File: config.mk
export PLATFORM = sky130hd
export DESIGN_NAME = click_event_merge
export DESIGN_NICKNAME = d
export VERILOG_FILES = /design/src/rtl/click_event_merge.sv
export SDC_FILE = /design/constraint.sdc
export NUM_CORES = 1
export LEC_CHECK = 0
export ABC_CLOCK_PERIOD_IN_PS = 2500
export BUFFER_PORTS_ARGS = -buffer_cell sky130_fd_sc_hd__buf_4
export CELL_PAD_IN_SITES_DETAIL_PLACEMENT = 0
export CELL_PAD_IN_SITES_GLOBAL_PLACEMENT = 2
export CORE_ASPECT_RATIO = 0.8
export CORE_MARGIN = 5
export CORE_UTILIZATION = 38
export CTS_BUF_LIST = sky130_fd_sc_hd__clkbuf_4 sky130_fd_sc_hd__clkbuf_8
export DETAILED_ROUTE_END_ITERATION = 10
export PLACE_DENSITY_LB_ADDON = 0.08
export SLEW_MARGIN = 20
export SYNTH_ARGS = -nofsm -noshare
export SYNTH_HDL_FRONTEND = slang
export SYNTH_SLANG_ARGS = --single-unit
File: constraint.sdc
create_clock -name clk -period 2.5 [get_ports clk]
set_clock_uncertainty 0.05 [all_clocks]
set_input_delay 0.5 -clock clk [delete_from_list [all_inputs] [get_ports clk]]
set_output_delay 0.5 -clock clk [all_outputs]
set_load 0.01 [all_outputs]
File: src/rtl/click_event_merge.sv
// Player-input front end: per-channel synchroniser, debouncer and edge detector, merged into one
// serialised event stream with holdoff rate limiting, pending/overrun tracking and an event counter.
module click_event_merge #(
  parameter  int N_CH            = 2,
  parameter  int SYNC_STAGES     = 2,
  parameter  int DEBOUNCE_CYCLES = 65000,
  parameter  int HOLDOFF_CYCLES  = 0,
  parameter  int CNT_W           = 8,
  localparam int CH_W            = (N_CH > 1) ? $clog2(N_CH) : 1
) (
  input  logic             clk,
  input  logic             rst,
  input  logic [N_CH-1:0]  raw_in,
  input  logic [N_CH-1:0]  ch_enable,
  input  logic [N_CH-1:0]  edge_sel,
  input  logic             clr_stats,
  output logic [N_CH-1:0]  ch_level,
  output logic             event_pulse,
  output logic [CH_W-1:0]  event_ch,
  output logic [CNT_W-1:0] event_count,
  output logic [N_CH-1:0]  overrun
);

  localparam int DB_W = (DEBOUNCE_CYCLES > 0) ? $clog2(DEBOUNCE_CYCLES + 1) : 1;
  localparam int HO_W = (HOLDOFF_CYCLES > 0) ? $clog2(HOLDOFF_CYCLES + 1) : 1;

  typedef enum logic {IDLE, HOLD} state_t;

  logic [N_CH-1:0]  sync_out;
  logic [N_CH-1:0]  level_w;
  logic [N_CH-1:0]  prev_reg;
  logic [N_CH-1:0]  edge_w;
  logic [N_CH-1:0]  pending_reg, pending_next;
  logic [N_CH-1:0]  pend_req;
  logic [N_CH-1:0]  grant_vec;
  logic [CH_W-1:0]  grant_idx;
  logic             grant_en;
  logic [N_CH-1:0]  overrun_reg, overrun_next;
  logic [CNT_W-1:0] count_reg, count_next;
  logic             pulse_reg;
  logic [CH_W-1:0]  ch_reg, ch_next;
  logic [HO_W-1:0]  hold_cnt_reg, hold_cnt_next;
  state_t           state_reg, state_next;

  genvar gi;
  generate
    for (gi = 0; gi < N_CH; gi++) begin : g_ch
      logic [SYNC_STAGES-1:0] sync_reg;

      always_ff @(posedge clk) begin
        if (!rst) begin
          sync_reg <= '0;
        end else begin
          sync_reg <= {sync_reg[SYNC_STAGES-2:0], raw_in[gi]};
        end
      end

      assign sync_out[gi] = sync_reg[SYNC_STAGES-1];

      if (DEBOUNCE_CYCLES == 0) begin : g_bypass
        // The last synchroniser flop already gives a registered level.
        assign level_w[gi] = sync_out[gi];
      end else begin : g_debounce
        logic [DB_W-1:0] db_cnt_reg;
        logic            level_reg;

        always_ff @(posedge clk) begin
          if (!rst) begin
            db_cnt_reg <= '0;
            level_reg  <= 1'b0;
          end else if (sync_out[gi] == level_reg) begin
            db_cnt_reg <= '0;
          end else if (db_cnt_reg == DB_W'(DEBOUNCE_CYCLES - 1)) begin
            db_cnt_reg <= '0;
            level_reg  <= ~level_reg;
          end else begin
            db_cnt_reg <= db_cnt_reg + 1'b1;
          end
        end

        assign level_w[gi] = level_reg;
      end
    end
  endgenerate

  always_ff @(posedge clk) begin
    if (!rst) begin
      prev_reg <= '0;
    end else begin
      prev_reg <= level_w;
    end
  end

  assign edge_w   = ((level_w & ~prev_reg & ~edge_sel) | (~level_w & prev_reg & edge_sel)) & ch_enable;
  // A pending bit whose channel was just disabled must not be granted.
  assign pend_req = pending_reg & ch_enable;

  always_comb begin
    grant_idx = '0;
    for (int i = N_CH - 1; i >= 0; i--) begin
      if (pend_req[i]) begin
        grant_idx = CH_W'(i);
      end
    end
  end

  // FSM state register
  always_ff @(posedge clk) begin
    if (!rst) begin
      state_reg    <= IDLE;
      hold_cnt_reg <= '0;
    end else begin
      state_reg    <= state_next;
      hold_cnt_reg <= hold_cnt_next;
    end
  end

  // FSM next state
  always_comb begin
    state_next = state_reg;
    case (state_reg)
      IDLE: begin
        if ((|pend_req) && (HOLDOFF_CYCLES > 0)) begin
          state_next = HOLD;
        end
      end
      HOLD: begin
        if (hold_cnt_reg == HO_W'(1)) begin
          state_next = IDLE;
        end
      end
      default: state_next = IDLE;
    endcase
  end

  // FSM outputs
  always_comb begin
    grant_en      = 1'b0;
    grant_vec     = '0;
    hold_cnt_next = hold_cnt_reg;
    ch_next       = ch_reg;
    case (state_reg)
      IDLE: begin
        if (|pend_req) begin
          grant_en             = 1'b1;
          grant_vec[grant_idx] = 1'b1;
          ch_next              = grant_idx;
          hold_cnt_next        = HO_W'(HOLDOFF_CYCLES);
        end
      end
      HOLD: begin
        hold_cnt_next = hold_cnt_reg - 1'b1;
      end
      default: ;
    endcase
  end

  always_comb begin
    pending_next = (edge_w | (pending_reg & ~grant_vec)) & ch_enable;
    overrun_next = (clr_stats ? '0 : overrun_reg) | (edge_w & pending_reg & ~grant_vec);
    count_next   = clr_stats ? '0 : count_reg;
    if (grant_en && (count_next != {CNT_W{1'b1}})) begin
      count_next = count_next + 1'b1;
    end
  end

  always_ff @(posedge clk) begin
    if (!rst) begin
      pending_reg <= '0;
      overrun_reg <= '0;
      count_reg   <= '0;
      pulse_reg   <= 1'b0;
      ch_reg      <= '0;
    end else begin
      pending_reg <= pending_next;
      overrun_reg <= overrun_next;
      count_reg   <= count_next;
      pulse_reg   <= grant_en;
      ch_reg      <= ch_next;
    end
  end

  assign ch_level    = level_w;
  assign event_pulse = pulse_reg;
  assign event_ch    = ch_reg;
  assign event_count = count_reg;
  assign overrun     = overrun_reg;

endmodule

=== Yosys cells after proc, flatten, opt, wreduce, memory -nomap -nowiden ===
Cells that the tools add are included.

* Flip-flop bits (word level): 56
* Input bits: 9
* Output and inout port bits: 14
* Logic and storage cells: 72

* Add/subtract/negate cells: 4
* Magnitude comparators: 2
* Equality and inequality tests: 6
* Muxes and demuxes: 14
* Bitwise logic cells: 23
* Reduce and logical (&&, ||, !) cells: 9

{| class="wikitable"
|+ Operator list
! operator !! number
|-
| $add 16x1->16 const B || 2
|-
| $eq 16x16->1 const B || 2
|-
| $and 2x2->2 || 10
|-
| $mux 8 || 2
|-
| $add 8x1->8 const B || 1
|-
| $ne 8x8->1 const B || 1
|-
| $not 2->2 || 4
|-
| $reduce_and 2->1 || 4
|-
| $mux 1 || 7
|-
| $mux 2 || 3
|-
| $not 1->1 || 6
|-
| $or 2x2->2 || 3
|-
| $reduce_or 3->1 || 2
|-
| $eq 1x1->1 || 2
|-
| $logic_and 1x1->1 || 2
|-
| $lt 1x2->1 const B || 1
|-
| $ne 2x2->1 const B || 1
|-
| $pmux 1 s2 || 1
|-
| $reduce_or 2->1 || 1
|-
| $demux 1 s1 || 1
|-
| $ge 1x1->1 const B || 1
|-
| $sub 1x1->1 const B || 1
|}

=== Logic depth before layout (Yosys ltp) ===
* Word-level depth: 13
* Gate-level depth with buffers: 7
* Gate-level depth less buffers: 6

=== Worst setup path before layout ===
Ideal clock, no wire load.

* Path type: register to register
* Start point: reg g_ch[1].g_debounce.db_cnt_reg[4]
* End point: reg g_ch[1].g_debounce.db_cnt_reg[13]
* Setup time: 115 ps
* Data arrival time: 1668 ps
* Data required time: 2335 ps
* Slack: 668 ps
* Stages on the path, launching flop included: 6
* Buffers on the path: 1
* Clock period less this slack: 1832 ps
* Path through: dfxtp_1 -> or4b_1 -> or4_4 -> nand3_4 -> buf_8 -> nor2_1

* Longest elaborated chain between the ends: 2
* Elaborated cells on any way between the ends: 3
* Those cells by class: 1 x add/sub; 1 x eq/ne; 1 x reduce/logical

{| class="wikitable"
|+ RTL lines
! element !! line !! RTL
|-
| from (decl) || 64 || <nowiki>logic [DB_W-1:0] db_cnt_reg;</nowiki>
|-
| from (signal assigned) || 77 || <nowiki>db_cnt_reg <= db_cnt_reg + 1'b1;</nowiki>
|-
| branches (longest 2 deep; another with $add 16x1->16) || - ||
|}

Parallel ways; which one is timed is not known.
A chain may end at the register's enable or synchronous reset.

=== Worst setup path after layout ===
* Start point: reg g_ch[1].g_debounce.db_cnt_reg[4]
* End point: reg g_ch[1].g_debounce.db_cnt_reg[7]

Same word-level chain as after synthesis.

==> key figures <==
Route
  • Via count: 1841
  • WL/cell: 12.5 um
  • Initial DRC count: 72
  • Antenna-violating nets left: 0
  • Total length of routed wires: 4710 um
  • Drt first pass iters: 4
  • DRC Markers: 0
  • Vias per cell: 4.88

Placement
  • IO buf count: 22
  • Placer Congestion: 0.765
  • Detail Placement HPWL: 3360 um
  • Dpl ws: 0.467 ns

Yosys
  • Gate Count Post-Synth: 268
  • FF+latch count, synth: between 50 and 60
  • Synth Area in Simple Gates: 29.1%
  • Proportion of synthesized area in mux cells: 0.830%
  • Mapped cell area: 0.00241 sq mm
  • Synth Area in Compound Gates: 7.99%
  • Largest area contributor in the netlist: dfxtp_1
  • Largest family of logic cells by synthesized area: simple AND/OR/NAND/NOR gates
  • Asr flop ratio synth: 0%
  • Sequential fraction of the synthesis area: 46.5%
  • Distinct cell type count after synthesis: 46
  • Synth Flop Type: dfxtp_1
  • Synth top area share: between 40% and 50%
  • Ranking of synthesized cells by area: dfxtp_1 46%, xnor2_1 7.3%, nor2_1 6.5%
  • Post-synthesis xor/xnor area fraction: 10.5%
  • Adder-Cell Fraction of Synth Area: 1.56%
  • Mean post-synth cell area: ~9 sq um
  • Yosys Warn Count: 0
  • Synthesized Nets: 280
  • Number of flops mapped to enable cells by yosys: 0

GRT
  • Gr ovfl total: 0
  • Largest net degree at the start of global routing: 18
  • First-pass GRT wire length: 8180 um
  • Vias in the first global route: 1717
  • Global router's overall resource usage: about an eighth
  • Initial antenna violation count: 0

Setup path
  • Path depth of the worst reg2reg path: 4
  • Critical path's largest stage delay: slightly below 0.6 ns
  • Critical-path cell list: or4b_1 > or4_4 > nand3_4 > nor2_1
  • Maximum fanout along the worst path: 14
  • Setup crit end: g_ch[1].g_debounce.db_cnt_reg[7]$_SDFF_PP0_
  • CP Class: flip-flop to flip-flop
  • Crit path depth: 4
  • CP top delay family: simple AND/OR/NAND/NOR gates
  • Worst endpoint required time: 2.64 ns
  • Critical Path Source Type: flip-flop
  • Critical path's slowest cell: or4_4
  • Reg2reg start: g_ch[1].g_debounce.db_cnt_reg[4]$_SDFF_PP0_
  • Worst Path Buf+Inv: 0
  • WP data arrival: 2.04 ns
  • Endpoint of the lowest-slack register-to-register path: g_ch[1].g_debounce.db_cnt_reg[7]$_SDFF_PP0_
  • Crit path from: g_ch[1].g_debounce.db_cnt_reg[4]$_SDFF_PP0_
  • Worst R2R Setup Slack: 0.60 ns
  • Crit. End Element: flip-flop

STA
  • Crit path time final: between 1.5 and 2 ns
  • Count of final setup violators: 0
  • Final Max Tran Viols: 0
  • Fin worst setup slack: slightly above 0.6 ns
  • Worst slew pin tran: 0.485 ns
  • Slew HR: 67.4%
  • Total negative slack: 0 ns
  • Unrepaired setup endpoints after global routing: no
  • Final Hold Viols: 0
  • F_max: 527 MHz
  • Final worst path period share: about three quarters

Pwr
  • PwrDens: 558 mW/mm^2
  • Switching component of the power: just over 0.0003 W
  • Int Pwr: approximately 0.0012 W
  • Part of the power in registers: 58.0%
  • Comb pwr share: 2.2%
  • Switch share: roughly a fifth
  • Leakage: slightly above 0.9 nW
  • Worst vdd ir: 0.365 mV
  • Clock share of power: 39.8%

Final layout
  • Fill count: 636
  • Max FFs per register: 32
  • Inserted Diodes: 0
  • Util after Layout: 44.2%
  • Layout cells sized above 1: 13.0%
  • Area growth, synth to finish: 14.9%
  • Fin nets: 304

Floorplan
  • I/O pin cnt: 23
  • Core ar.: 0.00628 sq mm
  • Die H: about 81 um
  • Die W: 99.1 um
  • Row count: 26
  • Initial Utilization: about 38%
  • Die area: approximately 0.008 sq mm

Job
  • # Max-Cap Violations: 0

Clocking
  • Setup Buffers After CTS: 0
  • TritonCTS Buffers: 5
  • TritonCTS clock tree: yes
  • Depth of the CTS H-tree: 2
  • CTS root buf: clkbuf_8
  • Post-CTS Hold Buffers: 0
  • Clock slew at reported path FFs: 0.10 ns
  • Clock Latency Late Sink: 0.30 ns
  • Sink Count: 56
  • CTS resizes: 0
  • CTS max path bufs: 2

Worst hold path
  • HP Class: primary input to flip-flop

Status
  • Outcome: finished clean
[synthesized netlist by cell type (all sizes together), types with 3 or more instances]
cell	instances
nand2	20
ha	3
buf	4
and3	3
nor2	42
xor2	9
nor4	5
nand4	11
xnor2	20
a21oi	12
clkbuf	3
inv	10
nand3	12
and4	3
nand4b	3
o21ai	5
or4	3
dfxtp	56
or3	5
nor3	7
and2	8
[layout by cell type, fill, tap and decap left out, types with 2 or more instances in the layout]
cell       instances
dfxtp_1           56
nor2_1            42
buf_4             24
xnor2_1           20
nand2_1           20
a21oi_1           12
nand4_1           11
inv_1             10
nand3_1           10
xor2_1             9
and2_1             8
nor3_1             7
clkbuf_8           6
nor4_1             5
or3_1              5
o21ai_0            5
nand4b_1           3
and3_1             3
ha_1               3
nor2b_1            2
or4_4              2
and4_1             2
mux2i_1            2
nand2b_1           2
and4b_1            2
o2111ai_1          2
[final cells by class]
class / count / area [sq um] / share of cell area, %
Multi-Input combinational cell: 195 / 1210 / 43.5
Sequential cell: 56 / 1120 / 40.4
Timing Repair Buffer: 24 / 180 / 6.50
Tap cell: 84 / 105 / 3.79
Clock buffer: 6 / 82.6 / 2.98
Clock inverter: 2 / 38.8 / 1.40
Inverter: 10 / 37.5 / 1.35
[metal layers]
layer,part of all wire [%],track usage [%],up-vias
met5,0,0,-
met4,0.53,2.46,0
met3,2.6,3.18,2
met2,40,18.2,23
met1,57,18.3,829
li1,-,-,987
[power by group through the flow]
stage / clock, W / sequential [W] / combinational (W)
global placement: 0 / 0.000918 / 0.0000353
floorplan: 0 / 0.000918 / 0.0000155
global route: 0.000686 / 0.000899 / 0.0000384
finish: 0.000615 / 0.000897 / 0.0000342
detailed placement: 0 / 0.000918 / 0.0000348
CTS: 0.000642 / 0.000898 / 0.0000349
[through the flow]
step | cell area, sq um | hold WS [ns] | instances | total power [W]
global placement | 2650 | 0.366 | 369 | 0.000953
floorplan | 2410 | 0.362 | 268 | 0.000933
global route | 2770 | 0.328 | 377 | 0.00162
detailed placement | 2650 | 0.370 | 369 | 0.000953
finish | 2770 | 0.351 | 377 | 0.00155
CTS | 2770 | 0.347 | 377 | 0.00158
[logic make-up after synthesis]
| logic type | Yosys count |
|---|---|
| buf+inv | 17 |
| fa+ha+maj | 3 |
| compound gates | 30 |
| simple gates | 131 |
| flops | 56 |
| xor+xnor | 29 |
| mux | 2 |
[how the worst min path moves through the flow]
stage	depth (start not counted)	startpoint	slack, ns	endpoint
finish	2	raw_in[1]	0.35	g_ch[1].sync_reg[0]$_SDFF_PN0_
global route	2	raw_in[1]	0.33	g_ch[1].sync_reg[0]$_SDFF_PN0_
CTS	2	raw_in[1]	0.35	g_ch[1].sync_reg[0]$_SDFF_PN0_
detailed placement	1	g_ch[0].sync_reg[0]$_SDFF_PN0_	0.37	g_ch[0].sync_reg[1]$_SDFF_PN0_
global placement	1	g_ch[1].sync_reg[0]$_SDFF_PN0_	0.37	g_ch[1].sync_reg[1]$_SDFF_PN0_
floorplan	1	g_ch[0].sync_reg[0]$_SDFF_PN0_	0.36	g_ch[0].sync_reg[1]$_SDFF_PN0_
Power figures use the tool's default switching activity.
